[src/rtl/dec_select_sequencer_if.sv]
// Select/enable bundle between the scan sequencer and whatever drives its controls.
// The master drives the controls and the slave (the sequencer) drives the decoder lines and status.
interface dec_select_sequencer_if #(
   parameter int DWELL_W = 8
);
   logic               start;
   logic               stop;
   logic               dir;
   logic               single;
   logic [DWELL_W-1:0] dwell;
   logic               x;
   logic               y;
   logic               z;
   logic               enable;
   logic               busy;
   logic               wrap;
   logic               done;

   modport master (
      output start, stop, dir, single, dwell,
      input  x, y, z, enable, busy, wrap, done
   );

   modport slave (
      input  start, stop, dir, single, dwell,
      output x, y, z, enable, busy, wrap, done
   );
endinterface

[src/rtl/dec_select_sequencer.sv]
// Drives the 3:8 decoder select lines, stepping through all eight outputs.
// Each output is held for a programmable dwell, and the scan can run up or down, once or continuously.
module dec_select_sequencer #(
   parameter int DWELL_W = 8
) (
   input  logic                   clk,
   input  logic                   rst,
   dec_select_sequencer_if.slave  bus
);

   typedef enum logic {
      IDLE,
      RUN
   } state_t;

   localparam logic [DWELL_W-1:0] CNT_ONE = DWELL_W'(1);

   state_t             state,    state_n;
   logic [2:0]         index,    index_n;
   logic [DWELL_W-1:0] cnt,      cnt_n;
   logic [DWELL_W-1:0] dwell_l,  dwell_n;
   logic               dir_l,    dir_n;
   logic               single_l, single_n;
   logic               wrap_q,   wrap_n;
   logic               done_q,   done_n;
   logic               last_index;

   always_ff @(posedge clk or posedge rst) begin
      if (rst) begin
         state    <= IDLE;
         index    <= 3'd0;
         cnt      <= '0;
         dwell_l  <= '0;
         dir_l    <= 1'b0;
         single_l <= 1'b0;
         wrap_q   <= 1'b0;
         done_q   <= 1'b0;
      end else begin
         state    <= state_n;
         index    <= index_n;
         cnt      <= cnt_n;
         dwell_l  <= dwell_n;
         dir_l    <= dir_n;
         single_l <= single_n;
         wrap_q   <= wrap_n;
         done_q   <= done_n;
      end
   end

   // The index is forced to 0 whenever the scan ends, so the select lines can come straight off it.
   always_comb begin
      state_n    = state;
      index_n    = index;
      cnt_n      = cnt;
      dwell_n    = dwell_l;
      dir_n      = dir_l;
      single_n   = single_l;
      wrap_n     = 1'b0;
      done_n     = 1'b0;
      last_index = dir_l ? (index == 3'd0) : (index == 3'd7);

      case (state)
         IDLE: begin
            if (bus.start && !bus.stop) begin
               state_n  = RUN;
               dir_n    = bus.dir;
               single_n = bus.single;
               dwell_n  = bus.dwell;
               index_n  = bus.dir ? 3'd7 : 3'd0;
               cnt_n    = '0;
            end
         end
         RUN: begin
            if (bus.stop) begin
               state_n = IDLE;
               index_n = 3'd0;
               cnt_n   = '0;
               done_n  = 1'b1;
            end else if (cnt != dwell_l) begin
               cnt_n = cnt + CNT_ONE;
            end else begin
               cnt_n = '0;
               if (!last_index) begin
                  index_n = dir_l ? (index - 3'd1) : (index + 3'd1);
               end else if (!single_l) begin
                  index_n = dir_l ? 3'd7 : 3'd0;
                  wrap_n  = 1'b1;
               end else begin
                  state_n = IDLE;
                  index_n = 3'd0;
                  done_n  = 1'b1;
               end
            end
         end
         default: begin
            state_n = IDLE;
            index_n = 3'd0;
            cnt_n   = '0;
         end
      endcase
   end

   assign bus.x      = index[2];
   assign bus.y      = index[1];
   assign bus.z      = index[0];
   assign bus.enable = (state == RUN);
   assign bus.busy   = (state == RUN);
   assign bus.wrap   = wrap_q;
   assign bus.done   = done_q;

endmodule
[src/flat_wrapper.sv]
// flat-port wrapper written by rule: the top's interface ports become plain ports
module dec_select_sequencer_flat 
#(
   parameter int DWELL_W = 8
)
  (clk, rst, bus_start, bus_stop, bus_dir, bus_single, bus_dwell, bus_x, bus_y, bus_z, bus_enable, bus_busy, bus_wrap, bus_done);
  dec_select_sequencer_if #(.DWELL_W(DWELL_W)) bus_i ();
  input  logic clk;
  input  logic rst;
  input wire logic [$bits(bus_i.start)-1:0] bus_start;
  input wire logic [$bits(bus_i.stop)-1:0] bus_stop;
  input wire logic [$bits(bus_i.dir)-1:0] bus_dir;
  input wire logic [$bits(bus_i.single)-1:0] bus_single;
  input wire logic [$bits(bus_i.dwell)-1:0] bus_dwell;
  output wire logic [$bits(bus_i.x)-1:0] bus_x;
  output wire logic [$bits(bus_i.y)-1:0] bus_y;
  output wire logic [$bits(bus_i.z)-1:0] bus_z;
  output wire logic [$bits(bus_i.enable)-1:0] bus_enable;
  output wire logic [$bits(bus_i.busy)-1:0] bus_busy;
  output wire logic [$bits(bus_i.wrap)-1:0] bus_wrap;
  output wire logic [$bits(bus_i.done)-1:0] bus_done;
  assign bus_i.start = bus_start;
  assign bus_i.stop = bus_stop;
  assign bus_i.dir = bus_dir;
  assign bus_i.single = bus_single;
  assign bus_i.dwell = bus_dwell;
  assign bus_x = bus_i.x;
  assign bus_y = bus_i.y;
  assign bus_z = bus_i.z;
  assign bus_enable = bus_i.enable;
  assign bus_busy = bus_i.busy;
  assign bus_wrap = bus_i.wrap;
  assign bus_done = bus_i.done;
  dec_select_sequencer #(.DWELL_W(DWELL_W)) u_core (.clk(clk), .rst(rst), .bus(bus_i));
endmodule
[config.mk]
export PLATFORM = sky130hd
export DESIGN_NAME = dec_select_sequencer_flat
export DESIGN_NICKNAME = d
export VERILOG_FILES = /design/src/rtl/dec_select_sequencer_if.sv /design/src/rtl/dec_select_sequencer.sv /design/src/flat_wrapper.sv
export SDC_FILE = /design/constraint.sdc
export NUM_CORES = 1
export LEC_CHECK = 0
export ABC_CLOCK_PERIOD_IN_PS = 2400
export BUFFER_PORTS_ARGS = -buffer_cell sky130_fd_sc_hd__buf_2
export CAP_MARGIN = 30
export CORE_ASPECT_RATIO = 1.25
export CORE_UTILIZATION = 54
export DETAILED_ROUTE_END_ITERATION = 8
export GPL_TIMING_DRIVEN = 0
export HOLD_SLACK_MARGIN = 0.03
export PLACE_DENSITY = 0.88
export SLEW_MARGIN = 20
export SYNTH_ARGS = -nofsm -noshare
export SYNTH_HDL_FRONTEND = slang
export SYNTH_SLANG_ARGS = --single-unit
[constraint.sdc]
create_clock -name clk -period 2.4 [get_ports clk]
set_clock_uncertainty 0.05 [all_clocks]
set_input_delay 0.36 -clock clk [delete_from_list [all_inputs] [get_ports clk]]
set_output_delay 0.36 -clock clk [all_outputs]
set_load 0.02 [all_outputs]
==> impl_metrics.env, run 1 <==
export IMPL_multi_input_area_sq_um=623
export IMPL_mostFrequentLayoutCell="dfrtp_1"
export IMPL_finalMaxSlewViolations=0
export IMPL_setup_tns_final_ns=0
export IMPL_grt_usage_pct=22.1
export IMPL_worstPathArrival_ns=2.10
export IMPL_postCtsSetupBuffers=0
export IMPL_clkTransAtPathRegs_ns=0.13
export IMPL_fp_dieArea_sq_um=2540
export IMPL_avgRoutedWirePerCell_microns=14.0
export IMPL_die_height_microns=56.1
export IMPL_ys_flop_type="dfrtp_1"
export IMPL_relSlewSlack_pct=63.7
export IMPL_cts_buffers=3
export IMPL_grt_overflow=0
export IMPL_final_cell_mix="dfrtp_1 (24), buf_2 (21), mux2_2 (10)"
export IMPL_worstMarginPinSlew_ns=0.544
export IMPL_ff_latch_area_sq_um=601
export IMPL_cts_tree="done"
export IMPL_yosysSeqAreaShare_pct=47.6
export IMPL_port_buffers=20
export IMPL_cp_required_ns=2.54
export IMPL_netlist_instances=114
export IMPL_p_per_area_nw_per_um2=644
export IMPL_hold_path_class="input port to flip-flop"
export IMPL_ys_warn_count=0
export IMPL_die_w_microns=45.2
export IMPL_status="completed"
export IMPL_hold_path_depth=2
export IMPL_drive_gt1_share_pct=35.7
export IMPL_routed_wl_mm=2.40
export IMPL_grt_pass1_wl_mm=4.17
export IMPL_ys_types=37
export IMPL_rr_worst_depth=6
export IMPL_num_rows=19
export IMPL_gp_congestion=0.846
export IMPL_cts_resized=0
export IMPL_syn_cell_area_sq_um=1260
export IMPL_cp_end_kind="flip-flop"
export IMPL_finalSetupViolCount=0
export IMPL_yosys_register_bits=24
export IMPL_rsz0062_at_grt="no"
export IMPL_io_pins=21
export IMPL_hold_viol=0
export IMPL_max_freq_mhz=510
export IMPL_dr_pass1_iters=4
export IMPL_period_share_pct=81.6
export IMPL_coreArea_sq_um=2210
export IMPL_synth_avg_cell_area_sq_um=11.1
export IMPL_start_util_pct=57.1
export IMPL_peakVddDrop_mv=0.487
export IMPL_cts_root_buf="clkbuf_4"
export IMPL_clock_path_buffers=2
export IMPL_hold_buffers=0
export IMPL_cp_start_kind="flip-flop"
export IMPL_leakagePower_nw=0.665
export IMPL_antenna_found_initial=0
export IMPL_htree_levels=1
export IMPL_fin_nets=157
export IMPL_clk_insertion_delay_late_ns=0.32
export IMPL_synth_async_sr_flop_share_pct=100
export IMPL_cts_sinks=24
export IMPL_fill_cells=192
export IMPL_hpwl_mm=1.76
export IMPL_grt_pass1_vias=939
export IMPL_diodes=0
export IMPL_cp_max_fo=10
export IMPL_drv_cap=0
export IMPL_vias=968
export IMPL_drc_errors=0
export IMPL_via_per_inst=5.66
export IMPL_grt_max_degree=25
export IMPL_synth_edf_count=0
export IMPL_syn_num_nets=130
export IMPL_final_util_pct=66.2
export IMPL_ant_nets=0
export IMPL_crit_type="flip-flop to flip-flop"
export IMPL_drtIter0Drc=15
export IMPL_syn2layout_area_growth_pct=15.9
export IMPL_fin_crit_ns=1.96
cells by family (layout without fill, tap and decap cells):
family | Yosys count | after routing | share of synthesized area, %
flops | 24 | 24 | 47.6
buf+inv | 7 | 33 | 3.07
mux | 11 | 11 | 9.71
simple gates | 35 | 35 | 15.5
xor+xnor | 9 | 9 | 6.24
fa+ha+maj | 2 | 2 | 2.58
compound gates | 26 | 26 | 15.4
through the flow:
step	instances	instance area, sq um	hold WS [ns]	power, mW	worst slack (ns)
2_1_floorplan	114	1260	0.325	0.669	0.648
3_3_place_gp	165	1400	0.464	0.721	0.508
3_5_place_dp	165	1400	0.471	0.736	0.465
4_1_cts	169	1440	0.125	0.947	0.439
5_1_grt	171	1460	0.121	0.995	0.228
6_report	171	1460	0.134	0.942	0.441
metal layers:
metal / global-route usage, % / wire length (microns) / up-vias
met1: 30.2 / 1060 / 470
met5: 0 / 0 / -
met4: 9.09 / 46 / 0
met3: 1.95 / 64 / 7
li1: - / - / 467
met2: 35.2 / 1230 / 24
report_power, final:
part           total [mW]  internal, mW  switching, mW
Clock               0.214        0.0929          0.121
Combinational       0.219         0.105          0.113
Sequential          0.510         0.454         0.0561
Total               0.942         0.652          0.291
cell type report:
type / instances / share of cell area, %
Multi-Input combinational cell: 83 / 42.6
Tap cell: 31 / 2.65
Clock buffer: 4 / 2.48
Inverter: 4 / 1.03
Buffer: 3 / 1.63
Sequential cell: 24 / 41.1
Timing Repair Buffer: 22 / 8.55
critical path: stages (launching register included):
cell and delay (ns):
dfrtp_1 0.45, xor2_1 0.19, nor4_2 0.50, a21oi_2 0.13
buf_6 0.17, o31ai_2 0.24, o31ai_1 0.10
cell usage after synthesis (all sizes together) (3+ instances only):
library cell	n	area (sq um)
a21oi	4	27.5
a22o	3	30.0
buf	3	23.8
dfrtp	24	601
inv	4	15.0
mux2	10	113
nand2	8	30.0
nand3	5	25.0
nor2	6	25.0
nor3	4	20.0
o21ai	7	35.0
o31ai	3	27.5
xor2	9	78.8
final timing paths:
check / slack (ns) / start / end
worst max-delay path: 0.44 / u_core.cnt[6] / u_core.index[2]
worst min-delay path: 0.13 / bus_stop / u_core.bus.busy
worst max register to register: 0.44 / u_core.cnt[6] / u_core.index[2]
worst min register to register: 0.50 / u_core.dwell_l[2] / u_core.dwell_l[2]
max in group asynchronous: 1.31 / rst / u_core.index[1]
min in group asynchronous: 0.53 / rst / u_core.single_l
state kept, by name, summed over array words and instances (netlist names):
register         count
u_core.cnt           8
u_core.index         3
u_core.bus.done      1
u_core.dwell_l       8
u_core.bus.busy      1
u_core.dir_l         1
u_core.single_l      1
u_core.bus.wrap      1
(Power assumes the default switching activity.)
==> inputs of run 2 (changes only) <==
--- a/config.mk
+++ b/config.mk
@@ -5,15 +5,16 @@
 export SDC_FILE = /design/constraint.sdc
 export NUM_CORES = 1
 export LEC_CHECK = 0
-export ABC_CLOCK_PERIOD_IN_PS = 2400
+export ABC_AREA = 1
+export ABC_CLOCK_PERIOD_IN_PS = 1900
 export BUFFER_PORTS_ARGS = -buffer_cell sky130_fd_sc_hd__buf_2
 export CAP_MARGIN = 30
 export CORE_ASPECT_RATIO = 1.25
-export CORE_UTILIZATION = 54
+export CORE_UTILIZATION = 55
 export DETAILED_ROUTE_END_ITERATION = 8
 export GPL_TIMING_DRIVEN = 0
 export HOLD_SLACK_MARGIN = 0.03
-export PLACE_DENSITY = 0.88
+export PLACE_DENSITY = 0.89
 export SLEW_MARGIN = 20
 export SYNTH_ARGS = -nofsm -noshare
 export SYNTH_HDL_FRONTEND = slang
==> constraint.sdc (replaced) <==
create_clock -name clk -period 1.9 [get_ports clk]
set_clock_uncertainty 0.05 [all_clocks]
set_input_delay 0.285 -clock clk [delete_from_list [all_inputs] [get_ports clk]]
set_output_delay 0.285 -clock clk [all_outputs]
set_load 0.02 [all_outputs]
==> run 2 against run 1 <==
Routed wire length is 14% higher; clock power increased by 28%; sequential cell count stayed put; highest routed layer unchanged.
==> impl_metrics.env, run 2 <==
export IMPL_hold_viol=0
export IMPL_largestRegisters="u_core.cnt x8, u_core.dwell_l x8, u_core.index x3"
export IMPL_port_buffers=20
export IMPL_final_cell_mix="nand2_1 (36), dfrtp_1 (24), buf_2 (21)"
export IMPL_cp_max_fo=8
export IMPL_p_seq_share_pct=48.6
export IMPL_fin_hold_ws_ns=0.132
export IMPL_synth_avg_cell_area_sq_um=8.96
export IMPL_hold_buffers=0
export IMPL_period_share_pct=86.7
export IMPL_clk_insertion_delay_late_ns=0.32
export IMPL_syn2layout_area_growth_pct=15.8
export IMPL_p_per_area_nw_per_um2=880
export IMPL_finalNonFillerCells=207
export IMPL_grt_max_degree=25
export IMPL_dpl_cell_count=201
export IMPL_yosys_area_share_simple_pct=27.7
export IMPL_max_freq_mhz=607
export IMPL_grt_pass1_wl_mm=4.46
export IMPL_reg2reg_slack_ns=0.25
export IMPL_grt_pass1_vias=1120
export IMPL_status="completed"
export IMPL_cts_sinks=24
export IMPL_syn_cell_area_sq_um=1340
export IMPL_hold_path_class="input port to flip-flop"
export IMPL_path_cells="fa_1 > inv_1 > nand3_1 > nand2_1 > nand2_1 > nand3_1 > nand2_1 > nand3_1 > nand2_1"
export IMPL_fin_crit_ns=1.65
export IMPL_multi_input_area_sq_um=659
export IMPL_dr_pass1_iters=4
export IMPL_ff_latch_area_sq_um=601
export IMPL_yosysSeqAreaShare_pct=44.7
export IMPL_drc_errors=0
export IMPL_yosysMostFrequentCell="nand2_1"
export IMPL_antenna_found_initial=0
export IMPL_pre_cts_ws_ns=0.300
export IMPL_setup_worst_path_end="u_core.index[2]"
export IMPL_grt_usage_pct=24.0
export IMPL_cp_slowest_cell="dfrtp_1"
export IMPL_die_w_microns=46.2
export IMPL_synth_compound_area_share_pct=4.38
export IMPL_coreArea_sq_um=2260
export IMPL_finalMaxSlewViolations=0
export IMPL_cts_tree="done"
export IMPL_worstPathArrival_ns=1.83
export IMPL_fill_cells=183
export IMPL_htree_levels=1
export IMPL_cts_resized=0
export IMPL_synth_top_family_by_area="simple AND/OR/NAND/NOR gates"
export IMPL_postCtsSetupBuffers=0
export IMPL_netlist_instances=150
export IMPL_clockPowerShare_pct=19.9
export IMPL_crit_cells=9
export IMPL_wl_met3_microns=74
export IMPL_cp_top_family="flip-flops"
export IMPL_cp_start_kind="flip-flop"
export IMPL_synthAdderAreaFrac_pct=2.42
export IMPL_fp_dieArea_sq_um=2650
export IMPL_ys_top_cells_by_count="nand2_1 (36), dfrtp_1 (24), nand3_1 (17)"
export IMPL_critical_path_max_stage_delay_ns=0.50
export IMPL_r2r_start="u_core.index[0]"
export IMPL_clock_path_buffers=2
export IMPL_synth_top_cell_area_share_pct=44.7
export IMPL_worstMarginPinSlew_ns=0.413
export IMPL_relSlewSlack_pct=72.4
export IMPL_drtIter0Drc=22
export IMPL_syn_num_nets=166
export IMPL_yosys_register_bits=24
export IMPL_io_pins=21
export IMPL_worstReg2RegEnd="u_core.index[2]"
export IMPL_synth_edf_count=0
export IMPL_die_height_microns=57.3
export IMPL_cp_required_ns=2.08
export IMPL_cts_root_buf="clkbuf_4"
export IMPL_synth_xor_area_share_pct=7.82
export IMPL_fin_nets=193
export IMPL_ys_flop_type="dfrtp_1"
export IMPL_p_int_uw=887
export IMPL_ant_nets=0
export IMPL_rsz0062_at_grt="no"
export IMPL_routed_wl_mm=2.74
export IMPL_fin_ws_ns=0.252
export IMPL_ys_top_cells_by_area="dfrtp_1 (45%), nand2_1 (10%), mux2_2 (6.7%)"
export IMPL_setup_tns_final_ns=0
export IMPL_finalPower_mw=1.37
export IMPL_synth_async_sr_flop_share_pct=100
export IMPL_drv_cap=0
export IMPL_num_rows=19
export IMPL_dr_wl_met2_mm=1.53
export IMPL_crit_buf_inv=1
export IMPL_grt_overflow=0
export IMPL_clkTransAtPathRegs_ns=0.13
export IMPL_synthMuxAreaShare_pct=6.70
export IMPL_p_sw_uw=483
export IMPL_ys_types=25
export IMPL_peakVddDrop_mv=0.600
export IMPL_highest_layer="met4"
export IMPL_cp_end_kind="flip-flop"
export IMPL_crit_type="flip-flop to flip-flop"
export IMPL_start_util_pct=59.5
export IMPL_finalSetupViolCount=0
export IMPL_ys_warn_count=0
export IMPL_gp_congestion=0.856
export IMPL_leakagePower_nw=0.781
export IMPL_via_per_inst=5.29
export IMPL_avgRoutedWirePerCell_microns=13.3
export IMPL_met1_length_mm=1.07
export IMPL_crit_top_cell="nand2_1"
export IMPL_diodes=0
export IMPL_rr_worst_depth=9
export IMPL_cp_startpoint="u_core.index[0]"
export IMPL_mostFrequentLayoutCell="nand2_1"
export IMPL_cts_buffers=3
export IMPL_switching_share_pct=35.3
export IMPL_hpwl_mm=2.02
export IMPL_vias=1095
export IMPL_drive_gt1_share_pct=27.8
export IMPL_combPwrFrac_pct=31.5
export IMPL_yosys_area_top_type="dfrtp_1"
run 2: cell types whose count changed after synthesis, moves of 3 or more:
cell     change
a22o_2       -3
nand3_1     +12
inv_1       +10
o21ai_0      -7
nor2_1       +3
xnor2_1      +8
o22ai_1      +4
nor3_1       -3
inv_2        +3
xor2_1       -5
nand2_1     +28
run 2: power by group through the flow:
stage          Sequential, mW  Clock [mW]  Combinational, mW
2_1_floorplan           0.684           0              0.290
3_3_place_gp            0.669           0              0.390
3_5_place_dp            0.674           0              0.417
4_1_cts                 0.664       0.281              0.422
5_1_grt                 0.676       0.297              0.478
6_report                0.665       0.273              0.432
run 2: how the worst min path moves through the flow:
stage	start	end	slack, ns	depth (start not counted)
4_1_cts	rst	u_core.bus.wrap	0.11	2
3_5_place_dp	rst	u_core.index[2]	0.47	2
5_1_grt	bus_dwell[4]	u_core.dwell_l[4]	0.11	2
6_report	bus_dwell[7]	u_core.dwell_l[7]	0.13	2
3_3_place_gp	rst	u_core.index[2]	0.45	2
2_1_floorplan	rst	u_core.bus.busy	0.25	1
run 2: cell families after synthesis:
logic type	Yosys count
simple gates	74
flops	24
buf+inv	20
xor+xnor	12
compound gates	10
mux	8
fa+ha+maj	2
run 2: final cells by class:
cell class	instances	share of cell area, %
Multi-Input combinational cell	106	42.4
Sequential cell	24	38.6
Timing Repair Buffer	22	8.84
Inverter	17	4.10
Tap cell	31	2.49
Clock buffer	4	2.33
Buffer	3	1.29
run 2: per-stage QoR:
stage	area, sq um	util (%)
final	1560	68.9
after global routing	1560	68.9
after CTS	1520	67.3
after detailed placement	1480	65.7
after global placement	1480	65.7
after floorplan	1340	-
run 2: per-layer routing:
layer  vias up  global-route usage [%]
li1        537                       -
met1       526                    23.8
met2        25                    43.7
met3         7                    3.80
met4         0                    14.7
met5         -                       0
==> inputs of run 3 (changes only) <==
--- a/config.mk
+++ b/config.mk
@@ -11,6 +11,7 @@
 export CAP_MARGIN = 30
 export CORE_ASPECT_RATIO = 1.25
 export CORE_UTILIZATION = 55
+export CTS_BUF_LIST = sky130_fd_sc_hd__clkbuf_16
 export DETAILED_ROUTE_END_ITERATION = 8
 export GPL_TIMING_DRIVEN = 0
 export HOLD_SLACK_MARGIN = 0.03
==> run 3 against run 2 <==
Register-to-register slack gained 0.04 ns; sequential share of layout area shrank 0.73 points; global-route usage grew 1.5 points; final area grew 1.9%.
==> impl_metrics.env, run 3 (synthesis results as in run 2) <==
export IMPL_final_cell_mix="nand2_1 (36), dfrtp_1 (24), buf_2 (21)"
export IMPL_hold_path_depth=2
export IMPL_relSlewSlack_pct=71.9
export IMPL_mostFrequentLayoutCell="nand2_1"
export IMPL_cts_root_buf="clkbuf_16"
export IMPL_setup_tns_final_ns=0
export IMPL_fp_dieArea_sq_um=2650
export IMPL_drv_cap=0
export IMPL_avgRoutedWirePerCell_microns=13.8
export IMPL_io_pins=21
export IMPL_rsz0062_at_grt="no"
export IMPL_drc_errors=0
export IMPL_reg2reg_slack_ns=0.29
export IMPL_period_share_pct=84.9
export IMPL_leakagePower_nw=0.793
export IMPL_cts_tree="done"
export IMPL_vias=1119
export IMPL_cts_buffers=3
export IMPL_worstMarginPinSlew_ns=0.421
export IMPL_cp_required_ns=2.00
export IMPL_antenna_found_initial=0
export IMPL_start_util_pct=59.5
export IMPL_fin_hold_ws_ns=0.205
export IMPL_cp_end_kind="flip-flop"
export IMPL_max_freq_mhz=620
export IMPL_cp_start_kind="flip-flop"
export IMPL_p_per_area_nw_per_um2=984
export IMPL_peakVddDrop_mv=0.734
export IMPL_hold_path_class="input port to flip-flop"
export IMPL_die_height_microns=57.3
export IMPL_crit_type="flip-flop to flip-flop"
export IMPL_syn2layout_area_growth_pct=18.1
export IMPL_gp_congestion=0.856
export IMPL_grt_overflow=0
export IMPL_fin_nets=193
export IMPL_num_rows=19
export IMPL_rr_worst_depth=9
export IMPL_ant_nets=0
export IMPL_clock_path_buffers=2
export IMPL_htree_levels=1
export IMPL_largestRegisters="u_core.cnt x8, u_core.dwell_l x8, u_core.index x3"
export IMPL_coreArea_sq_um=2260
export IMPL_drtIter0Drc=29
export IMPL_status="completed"
export IMPL_drive_gt1_share_pct=27.3
export IMPL_clk_insertion_delay_late_ns=0.26
export IMPL_grt_max_degree=25
export IMPL_port_buffers=20
export IMPL_finalMaxSlewViolations=0
export IMPL_die_w_microns=46.2
export IMPL_hold_viol=0
export IMPL_diodes=0
export IMPL_routed_wl_mm=2.85
export IMPL_cp_max_fo=8
export IMPL_worstPathArrival_ns=1.71
export IMPL_cts_sinks=24
export IMPL_dr_pass1_iters=4
export IMPL_grt_usage_pct=25.5
export IMPL_fin_crit_ns=1.61
export IMPL_clkTransAtPathRegs_ns=0.06
export IMPL_finalSetupViolCount=0
export IMPL_grt_pass1_wl_mm=4.76
export IMPL_via_per_inst=5.41
export IMPL_grt_pass1_vias=1125
export IMPL_hpwl_mm=2.02
run 3: cell types whose count changed in the layout (fill, tap and decap cells not counted):
cell and delta:
buf_16 -1, buf_8 +1, clkbuf_16 +3, clkbuf_4 -3
clkbuf_8 -1, clkinv_1 +1
run 3: routing by layer:
metal,share of wire [%],global-route usage [%],vias up
li1,-,-,536
met5,0,0,-
met4,2.6,14.7,0
met2,56,44.5,32
met3,2.6,3.80,8
met1,39,28.0,543
run 3: final timing paths:
kind / from / end
setup / recovery: u_core.index[0] / u_core.index[2]
hold / removal: bus_dwell[7] / u_core.dwell_l[7]
setup reg to reg: u_core.index[0] / u_core.index[2]
hold reg to reg: u_core.dwell_l[6] / u_core.dwell_l[6]
max in group asynchronous: rst / u_core.bus.done
min in group asynchronous: rst / u_core.index[2]
run 3: layout make-up:
class                      count  area, sq um
timing repair buffer          22          125
clock inverter                 1         3.75
tap                           31         38.8
sequential                    24          601
fill                         173          672
clock buffer                   3         75.1
inverter                      17         63.8
buffer                         3         20.0
multi-input combinational    106          659
run 3: where the power goes:
| group | internal (mW) | leakage, nW | switching, mW |
|---|---|---|---|
| registers | 0.586 | 0.304 | 0.0806 |
| logic | 0.183 | 0.451 | 0.252 |
| clock network | 0.282 | 0.0385 | 0.179 |
run 3: critical path, stage by stage, from the launching register on:
cell     delay [ns]
dfrtp_1        0.47
fa_1           0.48
inv_1          0.08
nand3_1        0.08
nand2_1        0.07
nand2_1        0.05
nand3_1        0.07
nand2_1        0.05
nand3_1        0.06
nand2_1        0.05
run 3: what timing repair did:
| action | in CTS | in global routing |
|---|---|---|
| hold buffers | 0 | 1 |
| setup buffers | 0 | 0 |
| resized for setup | 0 | 0 |
| endpoints found under the hold margin | 0 | 7 |
run 3: metrics by stage:
step	total power, mW	utilization, %	std cells	setup WS (ns)	instance area, sq um
finish	1.56	70.2	207	0.288	1590
global route	1.65	70.2	207	0.182	1590
CTS	1.56	69.1	205	0.286	1560
detailed placement	1.09	65.7	201	0.300	1480
global placement	1.06	65.7	201	0.365	1480
floorplan	0.974	-	150	0.347	1340
